--- src/rtl/sprite_line_renderer.sv ---
// sprite_line_renderer
//   Sits directly downstream of the sprite ROM.
//   During h-blank it fetches one 8-bit row per sprite slot into a back line buffer.
//   During active video it turns hpos into a registered per-pixel "sprite opaque" flag.
//   Lower slot index wins when sprites overlap.
//   The two line buffers swap on every line_start, so the fetch for line N+1 overlaps the display of line N.
//
// Ports
//   i_clk, i_reset            clock; synchronous active-low reset
//   i_line_start, i_next_y    start of h-blank pulse and the line to fetch
//   i_hpos, i_video_active    current pixel column and visible-region flag
//   i_slot_id/orient/x/y      packed per-slot sprite descriptors (ID 4'hF = empty)
//   o_rom_*, i_rom_data       ROM address phase outputs; registered ROM row back (active-low, bit7 left)
//   o_fetch_busy              high while fetching
//   o_pixel_on, o_pixel_slot  registered opaque flag and winning slot for the previous hpos
//   o_line_overrun            sticky: line_start arrived before the previous fetch finished
//
// Optional feature macro SPRITE_RENDER_COLLIDE_EN adds:
//   i_collision_clear, o_collision_mask   sticky record of slots seen overlapping
//
// state  | meaning
// IDLE   | waiting for line_start
// FETCH  | pipelined ROM fetch, address slot k / capture slot k-1
// DONE   | one-cycle tail after the last capture
module sprite_line_renderer #(
   parameter int NUM_SLOTS  = 4,
   parameter int SCALE_LOG2 = 0,
   parameter int COORD_W    = 10
) (
   input  logic                           i_clk,
   input  logic                           i_reset,
   input  logic                           i_line_start,
   input  logic [COORD_W-1:0]             i_next_y,
   input  logic [COORD_W-1:0]             i_hpos,
   input  logic                           i_video_active,
   input  logic [4*NUM_SLOTS-1:0]         i_slot_id,
   input  logic [2*NUM_SLOTS-1:0]         i_slot_orient,
   input  logic [COORD_W*NUM_SLOTS-1:0]   i_slot_x,
   input  logic [COORD_W*NUM_SLOTS-1:0]   i_slot_y,
   output logic                           o_rom_read_enable,
   output logic [3:0]                     o_rom_sprite_id,
   output logic [1:0]                     o_rom_orientation,
   output logic [2:0]                     o_rom_line_index,
   input  logic [7:0]                     i_rom_data,
   output logic                           o_fetch_busy,
   output logic                           o_pixel_on,
   output logic [((NUM_SLOTS > 1) ? $clog2(NUM_SLOTS) : 1)-1:0] o_pixel_slot,
   output logic                           o_line_overrun
`ifdef SPRITE_RENDER_COLLIDE_EN
   ,
   input  logic                           i_collision_clear,
   output logic [NUM_SLOTS-1:0]           o_collision_mask
`endif
);

   localparam int SLOT_W = (NUM_SLOTS > 1) ? $clog2(NUM_SLOTS) : 1;
   localparam int K_W    = $clog2(NUM_SLOTS + 1);
   localparam int SPAN   = 8 << SCALE_LOG2;

   typedef enum logic [1:0] {S_IDLE, S_FETCH, S_DONE} state_t;

   state_t               r_state, w_state_nxt;
   logic [K_W-1:0]       r_k;
   logic [COORD_W-1:0]   r_line_y;
   logic                 r_sel;          // index of the front buffer
   logic                 r_hit_d;        // hit of the slot addressed last cycle
   logic [7:0]           r_row [2][NUM_SLOTS];
   logic [NUM_SLOTS-1:0] r_vld [2];

   logic                 w_back;
   logic                 w_addr_phase;
   logic [3:0]           w_cur_id;
   logic [1:0]           w_cur_or;
   logic [COORD_W-1:0]   w_cur_y;
   logic [COORD_W-1:0]   w_dy;
   logic                 w_hit;
   logic [2:0]           w_line_idx;
   logic [NUM_SLOTS-1:0] w_opq;
   logic [SLOT_W-1:0]    w_win;

   assign w_back       = ~r_sel;
   assign w_addr_phase = (r_state == S_FETCH) && (r_k < K_W'(NUM_SLOTS));

   // Descriptor of the slot currently in its address phase.
   always_comb begin
      w_cur_id = '0;
      w_cur_or = '0;
      w_cur_y  = '0;
      for (int s = 0; s < NUM_SLOTS; s++) begin
         if (r_k == K_W'(s)) begin
            w_cur_id = i_slot_id[4*s +: 4];
            w_cur_or = i_slot_orient[2*s +: 2];
            w_cur_y  = i_slot_y[COORD_W*s +: COORD_W];
         end
      end
   end

   // Modular difference lets sprites straddle the coordinate wrap.
   assign w_dy       = r_line_y - w_cur_y;
   assign w_hit      = (w_dy < COORD_W'(SPAN)) && (w_cur_id != 4'hF);
   assign w_line_idx = 3'(w_dy >> SCALE_LOG2);

   always_ff @(posedge i_clk) begin
      if (!i_reset) r_state <= S_IDLE;
      else          r_state <= w_state_nxt;
   end

   always_comb begin
      w_state_nxt = r_state;
      case (r_state)
         S_IDLE:  if (i_line_start) w_state_nxt = S_FETCH;
         S_FETCH: if (i_line_start)                   w_state_nxt = S_FETCH;
                  else if (r_k == K_W'(NUM_SLOTS))    w_state_nxt = S_DONE;
         S_DONE:  w_state_nxt = i_line_start ? S_FETCH : S_IDLE;
         default: w_state_nxt = S_IDLE;
      endcase
   end

   always_comb begin
      o_fetch_busy      = (r_state == S_FETCH);
      o_rom_read_enable = w_addr_phase && w_hit;
      o_rom_sprite_id   = w_addr_phase ? w_cur_id   : 4'd0;
      o_rom_orientation = w_addr_phase ? w_cur_or   : 2'd0;
      o_rom_line_index  = w_addr_phase ? w_line_idx : 3'd0;
   end

   // Fetch datapath. A line_start mid-fetch takes priority over the pending capture.
   always_ff @(posedge i_clk) begin
      if (!i_reset) begin
         r_k            <= '0;
         r_line_y       <= '0;
         r_sel          <= 1'b0;
         r_hit_d        <= 1'b0;
         o_line_overrun <= 1'b0;
         r_vld[0]       <= '0;
         r_vld[1]       <= '0;
         for (int b = 0; b < 2; b++)
            for (int s = 0; s < NUM_SLOTS; s++)
               r_row[b][s] <= 8'hFF;
      end else if (i_line_start) begin
         if (r_state != S_IDLE) o_line_overrun <= 1'b1;
         r_sel        <= ~r_sel;
         r_line_y     <= i_next_y;
         r_k          <= '0;
         r_hit_d      <= 1'b0;
         r_vld[r_sel] <= '0;       // old front becomes the new back
      end else if (r_state == S_FETCH) begin
         r_k     <= r_k + 1'b1;
         r_hit_d <= w_hit;
         for (int s = 0; s < NUM_SLOTS; s++) begin
            if (r_k == K_W'(s + 1)) begin
               r_row[w_back][s]    <= r_hit_d ? i_rom_data : 8'hFF;
               r_vld[w_back][s]    <= r_hit_d;
            end
         end
      end
   end

   // Pixel path from the front buffer.
   always_comb begin
      logic [COORD_W-1:0] v_dx;
      logic [2:0]         v_col;
      logic [7:0]         v_row;
      v_dx  = '0;
      v_col = '0;
      v_row = '0;
      w_opq = '0;
      for (int s = 0; s < NUM_SLOTS; s++) begin
         v_dx     = i_hpos - i_slot_x[COORD_W*s +: COORD_W];
         v_col    = 3'(v_dx >> SCALE_LOG2);
         v_row    = r_row[r_sel][s];
         w_opq[s] = i_video_active && r_vld[r_sel][s] &&
                    (v_dx < COORD_W'(SPAN)) && !v_row[3'd7 - v_col];
      end
   end

   always_comb begin
      w_win = '0;
      for (int s = NUM_SLOTS - 1; s >= 0; s--)
         if (w_opq[s]) w_win = SLOT_W'(s);
   end

   always_ff @(posedge i_clk) begin
      if (!i_reset) begin
         o_pixel_on   <= 1'b0;
         o_pixel_slot <= '0;
      end else begin
         o_pixel_on   <= |w_opq;
         o_pixel_slot <= w_win;
      end
   end

`ifdef SPRITE_RENDER_COLLIDE_EN
   logic                 w_multi;
   logic [NUM_SLOTS-1:0] w_coll;

   // More than one bit set: clearing the lowest set bit leaves something.
   assign w_multi = |(w_opq & (w_opq - 1'b1));
   assign w_coll  = w_multi ? w_opq : '0;

   always_ff @(posedge i_clk) begin
      if (!i_reset)               o_collision_mask <= '0;
      else if (i_collision_clear) o_collision_mask <= w_coll;
      else                        o_collision_mask <= o_collision_mask | w_coll;
   end
`endif

endmodule

--- config.mk ---
export PLATFORM = sky130hd
export DESIGN_NAME = sprite_line_renderer
export DESIGN_NICKNAME = d
export VERILOG_FILES = /design/src/rtl/sprite_line_renderer.sv
export SDC_FILE = /design/constraint.sdc
export NUM_CORES = 1
export LEC_CHECK = 0
export CAP_MARGIN = 20
export CELL_PAD_IN_SITES_DETAIL_PLACEMENT = 0
export CELL_PAD_IN_SITES_GLOBAL_PLACEMENT = 1
export CORE_MARGIN = 1
export CORE_UTILIZATION = 31
export CTS_CLUSTER_DIAMETER = 60
export DETAILED_ROUTE_END_ITERATION = 12
export GPL_TIMING_DRIVEN = 0
export PLACE_DENSITY_LB_ADDON = 0.1
export SLEW_MARGIN = 15
export SYNTH_ARGS = -nofsm -noshare
export SYNTH_HDL_FRONTEND = slang
export SYNTH_SLANG_ARGS = --single-unit
--- constraint.sdc ---
create_clock -name i_clk -period 4.9 [get_ports i_clk]
set_input_delay 0.98 -clock i_clk [delete_from_list [all_inputs] [get_ports i_clk]]
set_output_delay 0.98 -clock i_clk [all_outputs]
set_load 0.01 [all_outputs]
==> run metrics <==
final global-route overflow total 0; prevailing post-synth register cell edfxtp_1; gate count after technology mapping 736; Arrival @ worst endpoint 3800 ps; post-synth cell types 64; Post-route DRC 0; final worst path period share 97.5%; per-cell routed wire length 18.1 microns; part of the Yosys area used for sequential elements 37.6%; biggest area contributors in the synthesized netlist edfxtp_1, ha_1, dfxtp_1; initial antenna violation count 0; Floorplan Core Area 0.0218 sq mm; All-Layer GR Usage 19.2%; insertion delay of the later-clocked pin in the worst-skew pair 350 ps; vias in the first global route 6137; result of the run complete, no violations; Fmax achieved 0.209 GHz; mean area per synthesized cell 9.39 sq um; area growth from synthesis to layout 36.3%; Final Hold Fails 0; combined area of all synthesized cells 0.00691 sq mm; hold buffers post-CTS 0; fraction of synthesized cell area taken by the top area cell type 31.3%; Total Wirelength 21.6 mm; worst path setup slack after routing 123 ps; overall die area 0.0229 sq mm; final setup violation count 0; Critical Path Slowest Stage Cell clkdlybuf4s50_1; cell area power density 244 mW/mm^2; number of buffers inserted during clock tree synthesis 9; startpoint types primary input; CTS HTree Levels 3; Worst Clk Skew 8.08 ps; critical path type primary input to primary output; type of element capturing the critical path primary output; class of the worst hold path flop to flop; wire length of the first global-routing pass 33.0 mm; I/O pin cnt 151; Die Wd 151 microns; max-slew violation count 0; number of antenna-violating nets in the routed design 0; final period demand of the worst path 4780 ps; endpoint of the worst-slack reg-to-reg timing path r_hit_d; DR vias 6164; clock transition time at the flip-flop clock pins of the worst setup and hold paths 70 ps; Static Leakage 0.00345 uW; cells along the critical path clkdlybuf4s50_1, a22oi_2, o21ai_1, a22oi_2, ha_1, nor2b_2, o31a_1, o221a_4, nor4b_4, mux2_4, nor3_4, nor4b_4, buf_2; net count after synthesis 928; required time at the endpoint of the critical path 3920 ps; Placement Rows 54; Least-Margin Pin Slew 886 ps; die outline height 151 microns; post-placement setup slack -1060 ps; starting density of the core 31.7%; delay of the slowest critical-path stage 430 ps; ratio of routed vias to standard cells 5.15; estimated wirelength of the detail-placed design 17.2 mm; max-capacitance violation count 0; number of diodes 0; FFs w/ async S/R, synth 0%; Worst IR Drop VDD 164 uV; number of warnings reported in the yosys synthesis log 0; count of input and output buffers 150; Critical path destination o_rom_read_enable; Slew Limit Headroom 40.9%; critical path launch point i_slot_y[2]; CTS sink cnt 94; violation count after the first detailed-routing iteration 297; summed negative setup slack over all endpoints 0 ps; most common cell after layout, fill and taps aside clkdlybuf4s50_1; CTS max path bufs 2; number of flops mapped to enable cells by yosys 72; worst reg2reg startpoint r_k[1]; reg-to-reg slack, setup 1410 ps; count of state elements after synthesis 94; worst reg2reg path depth 16; commonest cells after routing, fill and taps aside clkdlybuf4s50_1, edfxtp_1, inv_1, nor2_1, nand2_1; top fanout value on the critical path 4; area leader, netlist edfxtp_1; largest net degree at the start of global routing 17; fraction of final layout cells with drive strength greater than 1 12.0%; placer's final routability congestion estimate 0.866; final net count 1103; Pre-Repair DR Iteration Count 5; CTS tree yes; cell chosen for the clock root clkbuf_16
[metal layers]
metal / GRT usage, % / share of wire (%) / wire, microns
met5: 0 / 0 / 0
met4: 4.90 / 1.1 / 244
met3: 2.59 / 4.6 / 1000
met2: 32.3 / 48 / 10300
met1: 25.7 / 47 / 10100
[how the worst min path moves through the flow]
stage | start | end | slack [ps] | depth (start not counted)
after floorplan | r_state[1] | r_state[0] | 420 | 1
after global placement | o_line_overrun | o_line_overrun | 430 | 2
after detailed placement | o_line_overrun | o_line_overrun | 440 | 2
after CTS | o_line_overrun | o_line_overrun | 450 | 2
after global routing | o_line_overrun | o_line_overrun | 470 | 2
final | o_line_overrun | o_line_overrun | 450 | 2
[cells by family after synthesis]
family	after synthesis	synth area share, %
DFF	94	37.6
and+or+nand+nor	244	17.3
muxes	46	9.67
adders and majority gates	56	10.7
xor gates and xnor gates	21	2.66
AOI/OAI and AO/OA	176	16.5
buffers and inverters	99	5.63
[cell type report]
| class | instances | area (sq um) |
|---|---|---|
| Fill cell | 2137 | 12400 |
| Multi-Input combinational cell | 543 | 4070 |
| Sequential cell | 94 | 2610 |
| Timing Repair Buffer | 165 | 1620 |
| Tap cell | 280 | 350 |
| Inverter | 75 | 282 |
| Clock buffer | 10 | 229 |
| Buffer | 23 | 169 |
| Clock inverter | 6 | 93.8 |
[stage by stage]
stage / utilization, % / cell area, sq um / instances / total power, uW / hold slack (ps)
global route: 43.2 / 9420 / 1196 / 2410 / 470
detailed placement: 40.2 / 8770 / 1167 / 1490 / 441
CTS: 42.6 / 9300 / 1191 / 2290 / 451
global placement: 40.2 / 8760 / 1166 / 1480 / 434
finish: 43.2 / 9420 / 1196 / 2300 / 447
floorplan: - / 6910 / 736 / 1260 / 425
[cell usage after synthesis (all sizes together), types with 4 or more instances]
cell type,n
xnor2,8
nand2b,13
o2111ai,5
inv,74
o21ai,53
nand3,23
or2,4
a21oi,40
nand2,66
a31oi,4
nand3b,5
o221a,5
nor2,73
nor4,5
a211oi,4
mux2,6
xor2,13
fa,5
clkbuf,17
dfxtp,22
buf,7
mux4,16
nor4b,5
mux2i,24
a22oi,15
nor2b,14
nor3,11
o21a,8
a21boi,5
a21o,6
nand4,5
and3,7
edfxtp,72
ha,51
o22ai,5
o21bai,4
[repair_timing]
item	in CTS	in global routing
cloned	0	0
setup buffers	8	6
gates resized for setup	45	33
setup endpoints to repair	3	1
pin swaps	14	21
hold endpoints to repair	0	0
[worst max-delay path, delay by kind of cell]
family | cells | cell delay [ps]
AOI/OAI and AO/OA | 5 | 980
buffers and inverters | 2 | 620
and+or+nand+nor | 4 | 740
adders and majority gates | 1 | 260
muxes | 1 | 200
[state kept, by name (all words and copies together), names as in the netlist, named ones only]
register / cells
o_line_overrun: 1
o_pixel_on: 1
o_pixel_slot: 2
r_hit_d: 1
r_k: 3
r_line_y: 10
r_row: 64
r_sel: 1
r_state: 2
r_vld: 8
[power by group]
part           total [uW]  internal (uW)  switching, uW
Clock                 762            453            309
Sequential            877            868           9.14
Combinational         661            334            327
Power figures use the tool's default switching activity.
